===== config.mk =====
export PLATFORM = sky130hd
export DESIGN_NAME = instr_issuer
export DESIGN_NICKNAME = d
export VERILOG_FILES = /design/src/rtl/issuer_pkg.sv /design/src/rtl/instr_issuer.sv
export SDC_FILE = /design/constraint.sdc
export NUM_CORES = 1
export LEC_CHECK = 0
export ABC_AREA = 1
export CORE_MARGIN = 2
export CORE_UTILIZATION = 45
export DETAILED_ROUTE_END_ITERATION = 6
export HOLD_SLACK_MARGIN = 0.03
export MAX_ROUTING_LAYER = met4
export PLACE_DENSITY_LB_ADDON = 0.15
export SLEW_MARGIN = 20
export SYNTH_ARGS = -nofsm -noshare
export SYNTH_HDL_FRONTEND = slang
export SYNTH_SLANG_ARGS = --single-unit

===== constraint.sdc =====
create_clock -name clk -period 1.72 [get_ports clk]
set_input_delay 0.516 -clock clk [delete_from_list [all_inputs] [get_ports clk]]
set_output_delay 0.516 -clock clk [all_outputs]
set_load 0.005 [all_outputs]

===== src/rtl/issuer_pkg.sv =====
// Shared definitions for the instruction issuer: FSM state encoding, the HALT word and the
// instruction field layout common with the compute core.
package issuer_pkg;

    localparam int ADDRESS_WIDTH_DEF     = 16;
    localparam int INSTRUCTION_WIDTH_DEF = 15;
    localparam int COUNT_WIDTH_DEF       = 32;

    typedef enum logic [2:0] {
        IDLE      = 3'd0,
        FETCH     = 3'd1,
        WAIT_MEM  = 3'd2,
        DECODE    = 3'd3,
        ISSUE     = 3'd4,
        WAIT_BUSY = 3'd5,
        HALTED    = 3'd6
    } issuer_state_e;

    // Non-ALU, opcode 0: the all-zero word stops the issuer.
    localparam logic [INSTRUCTION_WIDTH_DEF-1:0] HALT_WORD = '0;

    localparam int ALU_BIT  = 0;
    localparam int SEL_LSB  = 1;
    localparam int SEL_MSB  = 4;
    localparam int COND_LSB = 5;
    localparam int COND_MSB = 8;
    localparam int A_LSB    = 9;
    localparam int A_MSB    = 10;
    localparam int B_LSB    = 11;
    localparam int B_MSB    = 12;
    localparam int DEST_LSB = 13;
    localparam int DEST_MSB = 14;

endpackage


===== src/rtl/instr_issuer.sv =====
// Instruction fetch/issue front end: fetches from synchronous instruction RAM and hands one word
// at a time to the core. Define INSTR_ISSUER_STEP_EN to add a single-step input.
module instr_issuer
    import issuer_pkg::*;
#(
    parameter int ADDRESS_WIDTH     = ADDRESS_WIDTH_DEF,
    parameter int INSTRUCTION_WIDTH = INSTRUCTION_WIDTH_DEF,
    parameter int COUNT_WIDTH       = COUNT_WIDTH_DEF
) (
    input  logic                         clk,
    input  logic                         rst_n,
    input  logic                         start,
    input  logic [ADDRESS_WIDTH-1:0]     start_pc,
    input  logic                         stop,
    output logic [ADDRESS_WIDTH-1:0]     imem_addr,
    output logic                         imem_rden,
    input  logic [INSTRUCTION_WIDTH-1:0] imem_rdata,
    output logic [INSTRUCTION_WIDTH-1:0] instruction,
    output logic                         cpen,
    input  logic                         core_busy,
`ifdef INSTR_ISSUER_STEP_EN
    input  logic                         step,
`endif
    output logic [ADDRESS_WIDTH-1:0]     pc,
    output logic                         running,
    output logic                         halted,
    output logic [COUNT_WIDTH-1:0]       issue_count
);

    issuer_state_e                state_q, state_d;
    logic [ADDRESS_WIDTH-1:0]     pc_q, pc_d;
    logic [INSTRUCTION_WIDTH-1:0] ir_q, ir_d;
    logic [INSTRUCTION_WIDTH-1:0] instr_q, instr_d;
    logic [COUNT_WIDTH-1:0]       count_q, count_d;
    logic                         stop_req_q, stop_req_d;
    logic                         busy_first_q, busy_first_d;
    logic                         stop_pend;
    logic                         busy_clear;
    logic                         step_ok;

`ifdef INSTR_ISSUER_STEP_EN
    logic step_seen_q, step_seen_d;
    assign step_ok = step_seen_q | step;
`else
    assign step_ok = 1'b1;
`endif

    assign stop_pend  = stop_req_q | stop;
    assign busy_clear = !busy_first_q && !core_busy;

    // NOTE: every variable gets its default before the case, so no path can infer a latch.
    always_comb begin
        state_d      = state_q;
        pc_d         = pc_q;
        ir_d         = ir_q;
        instr_d      = instr_q;
        count_d      = count_q;
        stop_req_d   = stop_pend;
        busy_first_d = 1'b0;
`ifdef INSTR_ISSUER_STEP_EN
        step_seen_d  = (state_q == WAIT_BUSY) ? step_ok : 1'b0;
`endif
        case (state_q)
            IDLE, HALTED: begin
                stop_req_d = 1'b0;
                if (start) begin
                    pc_d    = start_pc;
                    count_d = '0;
                    state_d = FETCH;
                end
            end
            FETCH: begin
                if (stop_pend) begin
                    stop_req_d = 1'b0;
                    state_d    = IDLE;
                end else begin
                    state_d = WAIT_MEM;
                end
            end
            WAIT_MEM: begin
                ir_d    = imem_rdata;
                state_d = DECODE;
            end
            DECODE: begin
                if (ir_q == INSTRUCTION_WIDTH'(HALT_WORD)) begin
                    state_d = HALTED;
                end else begin
                    // Load the word now so it is already stable while cpen is high.
                    instr_d = ir_q;
                    state_d = ISSUE;
                end
            end
            ISSUE: begin
                pc_d         = pc_q + 1'b1;
                count_d      = count_q + 1'b1;
                busy_first_d = 1'b1;
                state_d      = WAIT_BUSY;
            end
            WAIT_BUSY: begin
                // Stop bypasses the single-step wait.
                if (busy_clear && stop_pend) begin
                    stop_req_d = 1'b0;
                    state_d    = IDLE;
                end else if (busy_clear && step_ok) begin
                    state_d = FETCH;
                end
            end
            default: state_d = IDLE;
        endcase
    end

    // NOTE: state registers use non-blocking assignments so every flop samples pre-edge values.
    always_ff @(posedge clk or negedge rst_n) begin
        if (!rst_n) begin
            state_q      <= IDLE;
            pc_q         <= '0;
            ir_q         <= '0;
            instr_q      <= '0;
            count_q      <= '0;
            stop_req_q   <= 1'b0;
            busy_first_q <= 1'b0;
        end else begin
            state_q      <= state_d;
            pc_q         <= pc_d;
            ir_q         <= ir_d;
            instr_q      <= instr_d;
            count_q      <= count_d;
            stop_req_q   <= stop_req_d;
            busy_first_q <= busy_first_d;
        end
    end

`ifdef INSTR_ISSUER_STEP_EN
    always_ff @(posedge clk or negedge rst_n) begin
        if (!rst_n) begin
            step_seen_q <= 1'b0;
        end else begin
            step_seen_q <= step_seen_d;
        end
    end
`endif

    assign imem_addr   = pc_q;
    assign imem_rden   = (state_q == FETCH) && !stop_pend;
    assign cpen        = (state_q == ISSUE);
    assign instruction = instr_q;
    assign pc          = pc_q;
    assign running     = (state_q != IDLE) && (state_q != HALTED);
    assign halted      = (state_q == HALTED);
    assign issue_count = count_q;

endmodule


==> results.md <==
- Portion of netlist area occupied by mux cells: 0%
- Logic gate share of total power: 48.4%
- Root Buffer: clkbuf_8
- Class of the most critical setup path: flip-flop to primary output
- Die area: around 11,000 sq um
- Final weighted congestion in routability-driven placement: around 0.94
- Proportion of layout cells with a drive suffix above 1: 19.3%
- Share of synthesized cell area in full adder, half adder and majority cells: less than 1%
- Y dimension of the die: roughly 100 um
- Worst-case clock skew: 6.05 ps
- Final Cycle Share: 111%
- Endpoint of the most critical register-to-register path: issue_count[21]
- Overall overflow remaining after global route: 0
- Sw frac: 37.3%
- Pre-Repair DR Iteration Count: 4
- Clock tree from TritonCTS: done
- Top FF cell, synth: dfrtp_1
- Switching component of the power: around 3200 uW
- Inserted Clock Buffers: 9
- Row count: 36
- Total routed wirelength: 13.3 mm
- Run status: finished with violations
- Core footprint: 9770 sq um
- GRT Util Overall: 25.7%
- Synthesized instance count: 634
- Worst setup slack before clock tree synthesis: -704 ps
- Detailed placer's ending HPWL: 8.75 mm
- Area growth, synth to finish: 48.9%
- Reg power frac: 33.0%
- Internal: 5370 uW
- Largest family of logic cells by synthesized area: simple AND/OR/NAND/NOR gates
- Fraction of registers with async set or reset after synthesis: 100%
- Worst hold slack: 52.5 ps
- Latest clock arrival within the worst-skew pair: approximately 370 ps
- Hold-fix buffers at CTS: 0
- Worst Setup Slack, final: -197 ps
- Initial core utilization: about 46%
- Fill cell count: 847
- Deepest level of the CTS H-tree: 3
- Die Width: 104 um
- Worst IR drop on VDD: 0.000612 V
- Clock-pin slew on the worst setup and hold paths: 90 ps
- Vias: just under 5,000
- Number of sinks on the clock net: 83
- Leak pwr: 0.00342 uW
- Worst setup slack for register-to-register paths: 80 ps
- Top cell type's share of synthesized area: approximately 46%
- Clk pwr share: 18.6%
- Power per standard cell area: ~1300 nW/um^2
- Critical Path Fanout Max: 2
- Remaining number of nets flagged by the antenna check after routing: 0
- Worst hold path class: input pin to async pin
- Violated checks: negative setup slack
- Arrival time of data at the critical path endpoint: ~1400 ps
- Path depth of the worst reg2reg path: 12
- Top post-synthesis cells by count: nand2_1, dfrtp_1, nor2_1
- Maximum clock rate: 522 MHz
- Data required time at the worst endpoint: 1200 ps
- Post-layout net count: between 800 and 900
- Relative slew slack: 73.5%
- Number of hold violations in the final report: 0
- RSZ-0062 raised after global routing: true
- Worst setup path startpoint: state_q[2]
- Final sum of negative setup slack: -440 ps
- Actual transition at the worst max-transition pin: 394 ps
- Number of nets in the synthesized netlist: 672
- Startpoint types: flip-flop
- Avg WL per Cell: 13.7 um
- Antenna violations before repair: 0
- Wire length of the first global-routing pass: around 22 mm
- Post-synthesis average cell area: 7.16 sq um
- Mean number of vias per cell: about 5
- Post-synthesis sequential area ratio: 45.8%
- Top Ports: 119
- Area fraction in and, or, nand and nor cells after synthesis: 35.4%
- Largest area contributor in the synthesized netlist: dfrtp_1
- Number of synthesized register bits: 83
- RR Startpoint: state_q[2]
- Port Buffers: 118
- Number of distinct library cell variants in the gate-level netlist after synthesis: 32
- Crit path capture type: primary output
- Area taken by multi-input logic gates: around 2100 sq um
- Number of maximum-capacitance constraint violations: 0
- Max Buffers Root-to-Sink: 2
- Compound-gate portion of the synthesized area: 7.25%
- Post-Synth XOR/XNOR Area: 0.579%
- Largest cells by area after synthesis: dfrtp_1, nand2_1, nand3_1, nor2_1, inv_1
- ANT cells: 0
- Post-synth EDFFs: 0
- Final Critical Period: 1920 ps
- DRC: 0
- Post-synthesis instance area: about 4500 sq um
- FF/Latch Area: 2080 sq um
- # setup viols final: 4
- Synth warn: 0
- Initial DRC count: between 200 and 250
- Fin. max-slew vios: 0
- Vias in the first global route: 4,820
- Most frequent cell after synthesis: nand2_1
- Largest net degree at the start of global routing: 32
## worst max-delay path: stages, from the launching register on
cell	delay [ps]
dfrtp_1	420
buf_6	130
buf_6	110
nor4_4	210
buf_2	160
## logic make-up after synthesis
group                      count (synthesis)
buffers and inverters                    100
adders and majority gates                  2
DFF                                       83
AOI/OAI and AO/OA                         62
and+or+nand+nor                          384
xor gates and xnor gates                   3
## power groups by stage
stage	Sequential, uW	Clock (uW)	Combinational, uW
floorplan	2980	0	1780
global placement	3020	0	3230
detailed placement	3060	0	3310
CTS	2820	1640	3890
global route	2910	1700	4550
finish	2830	1600	4140
## worst max-delay path by stage
stage / depth (start not counted) / to
detailed placement: 3 / imem_rden
finish: 4 / imem_rden
floorplan: 5 / cpen
global route: 4 / imem_rden
CTS: 5 / running
global placement: 3 / imem_rden
## state kept, by name, indices dropped and copies added (netlist names)
| signal | flops |
|---|---|
| issue_count | 32 |
| busy_first_q | 1 |
| state_q | 3 |
| imem_addr | 16 |
| instruction | 15 |
| ir_q | 15 |
| stop_req_q | 1 |
## per-layer routing
metal  part of all wire [%]  GRT usage [%]
met1                     43           31.7
met2                     49           42.4
met3                    5.2           3.45
met4                    2.4           11.0
met5                      0              -
## metrics by stage
stage / cells / area, sq um / utilization, % / power, uW
after floorplan: 634 / 4540 / - / 4760
after global placement: 881 / 5910 / 60.5 / 6250
after detailed placement: 881 / 5910 / 60.5 / 6370
after CTS: 965 / 6620 / 67.7 / 8340
after global routing: 967 / 6760 / 69.1 / 9160
final: 967 / 6760 / 69.1 / 8570
## layout make-up
class | instances | share of cell area [%]
well taps | 133 | 2.46
inverters | 67 | 3.98
clock inverters | 7 | 1.50
repair inverters | 2 | 0.259
repair buffers | 215 | 27.8
multi-input cells | 451 | 31.3
clock buffers | 9 | 1.83
flip-flops and latches | 83 | 30.9
## cell usage in the layout, fill, tap and decap left out, types with 3 or more instances in the layout
cell type        instances
clkdlybuf4s50_1         34
buf_4                   84
o21ai_1                  7
nand3b_1                 3
clkbuf_8                 9
nor2_2                   9
nand3_1                 59
buf_2                    3
nor2_1                  58
nor2_4                   3
nand2_2                  4
dlygate4sd2_1           78
buf_12                   3
buf_6                   11
o21ai_0                 37
nand2_1                217
nor3_1                   4
nand4_1                 13
inv_1                   62
nand2_4                  3
dfrtp_1                 77
inv_6                    3
a21oi_1                 10
dfrtp_2                  6
## what timing repair did
action,4_1_cts,5_1_grt
endpoints found under the hold margin,0,0
resized for setup,119,35
setup endpoints to repair,83,55
buffers inserted,68,3
gates cloned,0,2
pin swaps,5,5
Note: power is estimated with default switching activity, not from simulation.
